File: config.mk
export PLATFORM = sky130hd
export DESIGN_NAME = data_memory_pc
export DESIGN_NICKNAME = d
export VERILOG_FILES = /design/src/rtl/data_memory_pc.sv
export SDC_FILE = /design/constraint.sdc
export NUM_CORES = 1
export LEC_CHECK = 0
export BUFFER_PORTS_ARGS = -buffer_cell sky130_fd_sc_hd__buf_4
export CORE_AREA = 2 2 139 141
export CTS_BUF_LIST = sky130_fd_sc_hd__clkbuf_4
export CTS_CLUSTER_SIZE = 12
export DETAILED_ROUTE_END_ITERATION = 8
export DIE_AREA = 0 0 141 143
export GPL_TIMING_DRIVEN = 1
export PLACE_DENSITY = 0.4
export SLEW_MARGIN = 0
export SYNTH_ARGS = -nofsm -noshare
export SYNTH_HDL_FRONTEND = slang
export SYNTH_SLANG_ARGS = --single-unit
export TNS_END_PERCENT = 10
File: constraint.sdc
create_clock -name clk -period 5.3 [get_ports clk]
set_input_delay 1.06 -clock clk [delete_from_list [all_inputs] [get_ports clk]]
set_output_delay 1.06 -clock clk [all_outputs]
set_load 0.01 [all_outputs]
File: src/rtl/data_memory_pc.sv
// data_memory_pc: parametrised data RAM for the CPU datapath.
//   STA stores the accumulator; LDA/ADD read operands back.
//   After every reset, and on a software clear request, a sequencer writes
//   INIT_VAL to every word, one word per cycle. Accesses are ignored while
//   busy is high.
// Ports:
//   clk        rising-edge clock
//   reset      synchronous, active-high reset (restarts the clear sequence)
//   clear      pulse requesting re-initialisation (honoured only when idle)
//   address    word address for the access
//   acc        write data (accumulator)
//   mem_read   read strobe
//   mem_write  write strobe
//   data       read data (0 when not reading, busy, or out of range)
//   rvalid     qualifies data
//   busy       clear sequencer active
module data_memory_pc #(
   parameter int unsigned       DATA_W       = 8,
   parameter int unsigned       ADDR_W       = 4,
   parameter int unsigned       DEPTH        = 16,
   parameter int unsigned       READ_LATENCY = 0,
   parameter logic [DATA_W-1:0] INIT_VAL     = '0
) (
   input  logic              clk,
   input  logic              reset,
   input  logic              clear,
   input  logic [ADDR_W-1:0] address,
   input  logic [DATA_W-1:0] acc,
   input  logic              mem_read,
   input  logic              mem_write,
   output logic [DATA_W-1:0] data,
   output logic              rvalid,
   output logic              busy
);

   typedef enum logic {
      CLEAR = 1'b0,
      IDLE  = 1'b1
   } state_t;

   localparam logic [ADDR_W:0]   DEPTH_EXT = (ADDR_W + 1)'(DEPTH);
   localparam logic [ADDR_W-1:0] LAST_IDX  = ADDR_W'(DEPTH - 1);

   state_t            state;
   state_t            state_next;
   logic [ADDR_W-1:0] cnt;
   logic [ADDR_W-1:0] cnt_next;
   logic [DATA_W-1:0] ram [DEPTH];
   logic              in_range;
   logic              rd_ok;

   assign in_range = ({1'b0, address} < DEPTH_EXT);

   // busy is decoded from the registered state, so it still changes only on
   // clock edges exactly like a dedicated busy flop would.
   assign busy  = (state == CLEAR);
   assign rd_ok = mem_read & ~busy;

   always_ff @(posedge clk) begin
      if (reset) begin
         state <= CLEAR;
         cnt   <= '0;
      end else begin
         state <= state_next;
         cnt   <= cnt_next;
      end
   end

   always_comb begin
      state_next = state;
      cnt_next   = cnt;
      case (state)
         CLEAR: begin
            cnt_next = cnt + 1'b1;
            if (cnt == LAST_IDX) begin
               state_next = IDLE;
               cnt_next   = '0;
            end
         end
         IDLE: begin
            if (clear) begin
               state_next = CLEAR;
               cnt_next   = '0;
            end
         end
         default: begin
            state_next = CLEAR;
            cnt_next   = '0;
         end
      endcase
   end

   // Array has no reset: the reset edge leaves contents alone and the
   // sequencer overwrites them during the following DEPTH cycles.
   always_ff @(posedge clk) begin
      if (!reset) begin
         if (state == CLEAR) begin
            ram[cnt] <= INIT_VAL;
         end else if (mem_write && in_range) begin
            ram[address] <= acc;
         end
      end
   end

   if (READ_LATENCY == 0) begin : g_comb_read
      always_comb begin
         rvalid = rd_ok;
         data   = '0;
         if (rd_ok && in_range) begin
            data = ram[address];
         end
      end
   end else begin : g_reg_read
      // Captured on the same edge as any write, so a same-cycle write to the
      // same address is not yet visible (read-before-write).
      always_ff @(posedge clk) begin
         if (reset) begin
            rvalid <= 1'b0;
            data   <= '0;
         end else begin
            rvalid <= rd_ok;
            data   <= (rd_ok && in_range) ? ram[address] : '0;
         end
      end
   end

endmodule

# After elaboration in Yosys (flattened, before gate mapping)
# Memories as Yosys holds them, arrays and structs flattened.
# Cells that the tools add are included.
dict set report word_totals {
  reg_bits 5
  ram_bits 128
  out_inout_bits 10
  wordCells 26
  n_memories 1
}
dict set report op_classes {
  n_addsub 1
  n_eq_ne 2
  mux 17
  n_bitwise 2
  n_reduce_logical 1
}
# memory words width rd rd_clocked_by_memory_dff wr line
set memory_table {}
lappend memory_table {ram 16 8 1 0 1 48} ;# logic [DATA_W-1:0] ram [DEPTH];
# cell n
set ops {}
lappend ops {{8-bit 2-to-1 mux} 2}
lappend ops {{4-bit 2-to-1 mux} 3}
lappend ops {{1-bit 2-to-1 mux} 10}
lappend ops {{4-bit case mux with 2 select lines} 1}
lappend ops {{8-bit OR reduction} 1}
lappend ops {{4-bit by 1-bit adder with 4-bit output, second input constant} 1}
lappend ops {{4-bit equality test, second input constant} 1}
lappend ops {{2-bit != test, second input constant} 1}
lappend ops {{1-bit case mux with 2 select lines} 1}
lappend ops {{1-bit AND} 1}
lappend ops {{1-bit inverter} 1}

# Longest topological paths before layout
dict set report depth {
  depth_word 6
  mapped_depth 7
  depth_no_buf 5
}

# Worst setup path before layout
# Ideal clock, no wire load.
dict set report synth_path {
  path_type {input to output}
  startpoint {in address[0]}
  endpoint {out data[3]}
  arrival_ns 2.114
  setup_slack_ns 2.126
  path_stages 5
  path_buffers 2
  cell_sequence {buf_6 -> buf_12 -> mux4_2 -> a211oi_2 -> a21oi_1}
}
dict set report synth_between {
  elab_chain_len 2
}
# item line
set synth_lines {}
lappend synth_lines {{from (decl)} 27} ;# input logic [ADDR_W-1:0] address,
lappend synth_lines {{memory 16 x 8 bit} n/a}
lappend synth_lines {{8-bit 2-to-1 mux} 109} ;# if (rd_ok && in_range) begin
lappend synth_lines {{to (decl)} 31} ;# output logic [DATA_W-1:0] data,
# Every way passes these cells.

# Worst setup path in the final report
# Same ends and word-level chain as after synthesis.

==> flow_metrics.tcl <==
set metrics [dict create \
    max-cap-violations 0 \
    root_buffer "clkbuf_4" \
    synth_warnings 0 \
    die_w_um 141 \
    layout_min_cycle_time_ns 4.026 \
    power_density_nw_per_um2 323.4 \
    dp_cells 557 \
    die_y_um 143 \
    p_leak_uw 0.002218 \
    cts_sinks 133 \
    synth_compound_area_share_pct 5.564 \
    required_ns 4.24 \
    synthAdderAreaFrac_pct 0.2281 \
    viasPerCell 4.907 \
    clkTransAtPathRegs_ns 0.12 \
    yosys-mux-area-fraction_pct 13.55 \
    gp_congestion 0.7932 \
    drt_pass1_iterations 4 \
    status "finished clean" \
    tightest_slew_ns 1.090 \
    grt_util_all_layers_pct 13.97 \
    syn_area_per_cell_um2 17.47 \
    grt_pass1_wl_um 19640 \
    setup_tns_ns 0 \
    cp_common_cell "buf_4" \
    coreArea_um2 18580 \
    wl_um 13180 \
    multi_input_area_um2 1394 \
    cp-end-kind "primary output" \
    antenna_found_initial 1 \
    worstPathCellList "buf_4 > mux4_1 > o211ai_1 > a21oi_1 > buf_4" \
    crit_start "address[0]" \
    maxSlewViolCount 0 \
    worstSetupPathType "in -> out" \
    htree_levels 4 \
    cts_resized 0 \
    final-instance-count-excl-fill 591 \
    ant_nets 0 \
    final_hold_viol_count 0 \
    avgRoutedWirePerCell_um 22.30 \
    netlist_area_um2 5487 \
    drive_above_1_share_pct 21.69 \
    vias 2900 \
    gr-total-overflow 0 \
    clockBufferDepth 2 \
    setup_viol 0 \
    min_from "cnt[3]$_SDFFE_PP0P_" \
    skew_ns 0.01842 \
    register_area_um2 3944 \
    post-cts-setup-buffers 0 \
    placementRows 50 \
    drc 0 \
    slowest_delay_ns 0.67 \
    ir_worst_vdd_v 0.0001530 \
    cp_max_fo 45 \
    critPathLaunchType "input port" \
    ys_types 38 \
    slowest_stage "mux4_1" \
    cts_tree "done" \
    hpwl_um 8710 \
    path_buf_inv 2 \
    grt_max_degree 46 \
    max_freq_ghz 0.2484 \
    finalCritPeriodShare_pct 75.96 \
    clk-insertion-delay-late_ns 0.54 \
    fin_nets 360 \
    cts_hold_buf 0 \
    cpLargestDelayFamily "buffers and inverters" \
    synthSimpleGateAreaFrac_pct 6.066 \
    r2r_start "state$_SDFF_PP0_" \
    arrival_ns 2.97 \
    netlist_instances 314 \
    synthXorXnorAreaFrac_pct 0 \
    yosys_register_bits 133 \
    dieArea_um2 20160 \
    numCtsBuffers 17 \
    rsz0062_at_grt "false" \
    seq_area_frac_synth_pct 71.88 \
    max-slew-margin-rel_pct 27.06 \
    drt_iter0_drc 174 \
    synth_fp_nets 332 \
    synth_top_family_by_area "multiplexers" \
    io_buffer_count 26 \
    grt_pass1_vias 3022 \
    area_growth_pct 12.50 \
    nFillCells 1789 \
    floorplan.initialDensity_pct 29.53 \
    hold_path_class "reg -> reg" \
    pin_count 27 \
]
per-stage QoR:
stage / hold WS, ns / cell area [µm²] / power (µW) / util [%] / setup slack [ns]
after global routing: 0.5793 / 6172 / 2068 / 33.22 / 1.115
after floorplan: 0.4842 / 5487 / 1237 / - / 2.126
after detailed placement: 0.5271 / 5844 / 1265 / 31.45 / 1.243
final: 0.5426 / 6172 / 1996 / 33.22 / 1.274
after CTS: 0.5470 / 6167 / 2023 / 33.19 / 1.238
after global placement: 0.5268 / 5844 / 1265 / 31.45 / 1.228
cell usage in the layout (no fill, tap or decap), types with 2 or more instances in the layout:
master	count
a21oi_1	9
a22oi_1	14
a311oi_1	2
a31oi_1	4
and2_1	9
buf_4	26
bufinv_16	4
clkbuf_4	19
clkinv_2	4
clkinvlp_4	3
dfxtp_1	5
diode_2	2
edfxtp_1	128
inv_1	4
inv_6	2
mux2i_1	21
mux4_1	7
mux4_2	15
nand2_1	17
nand3_1	8
nor2_1	25
nor2b_1	2
nor3_1	2
nor3b_1	2
o211ai_1	7
o21ai_0	2
synthesized netlist by cell type, drive strengths merged:
cell type,number,area (µm²)
edfxtp,128,3844
nor2,25,93.84
mux4,22,521.8
mux2i,21,210.2
nand2,17,63.81
a22oi,15,117.6
buf,13,113.9
a21oi,9,45.04
and2,9,56.30
nand3,8,40.04
o211ai,7,52.55
dfxtp,5,100.1
a31oi,4,25.02
clkbuf,4,16.26
inv,4,15.01
a311oi,2,17.52
nor2b,2,12.51
nor3,2,10.01
nor3b,2,15.01
o21ai,2,10.01
a211oi,1,12.51
a21o,1,7.510
a41oi,1,8.760
and3,1,6.260
and3b,1,8.760
clkinv,1,3.750
ha,1,12.51
mux2,1,11.26
nand2b,1,6.260
nand3b,1,7.510
o2111ai,1,8.760
or2,1,6.260
or3,1,6.260
final timing paths:
check,to,slack [ns],cells past startpoint
min reg2reg,cnt[3]$_SDFFE_PP0P_,0.54,2
min,cnt[3]$_SDFFE_PP0P_,0.54,2
max reg2reg,ram[9][5]$_DFFE_PP_,2.49,4
max,data[3],1.27,5
flip-flops by register name, summed over array words and instances, names as in the netlist:
name	flops
ram	128
cnt	4
state	1
routing by layer:
metal / up-vias / track usage [%] / share of wire (%)
met1: 1523 / 16.94 / 44
met4: 0 / 4.526 / 1.2
met2: 45 / 24.39 / 52
met3: 10 / 3.689 / 2.9
li1: 1322 / - / -
met5: - / 0 / 0
worst register-to-register path, cell delays in order, from the launching register on:
cell and delay [ns]:
dfxtp_1 0.56, and3b_1 0.60, mux2i_1 0.31, nand2_1 0.14, nor2_1 0.81
cell type report:
cell class              count  share of cell area [%]
flip-flops and latches    133                   63.90
multi-input cells         159                   22.58
well taps                 234                   4.744
repair buffers             26                   3.162
clock inverters            13                   2.919
clock buffers              19                   2.311
inverters                   5                  0.3041
diodes                      2                 0.08109
report_power, final:
part	leakage, µW	internal (µW)	switching [µW]	total (µW)
clock network	0.000169	384	372	757
registers	0.00141	1150	5.40	1150
logic	0.000641	35.5	51.9	87.3
total	0.00222	1570	430	2000
kinds of logic (layout without fill, tap and decap cells):
| family | count (synthesis) | in the layout |
|---|---|---|
| flops | 133 | 133 |
| simple gates | 71 | 71 |
| mux | 44 | 44 |
| compound gates | 43 | 43 |
| buf+inv | 22 | 63 |
| fa+ha+maj | 1 | 1 |
| other cells | 0 | 2 |
No activity file was read; power rests on OpenSTA's default activity.
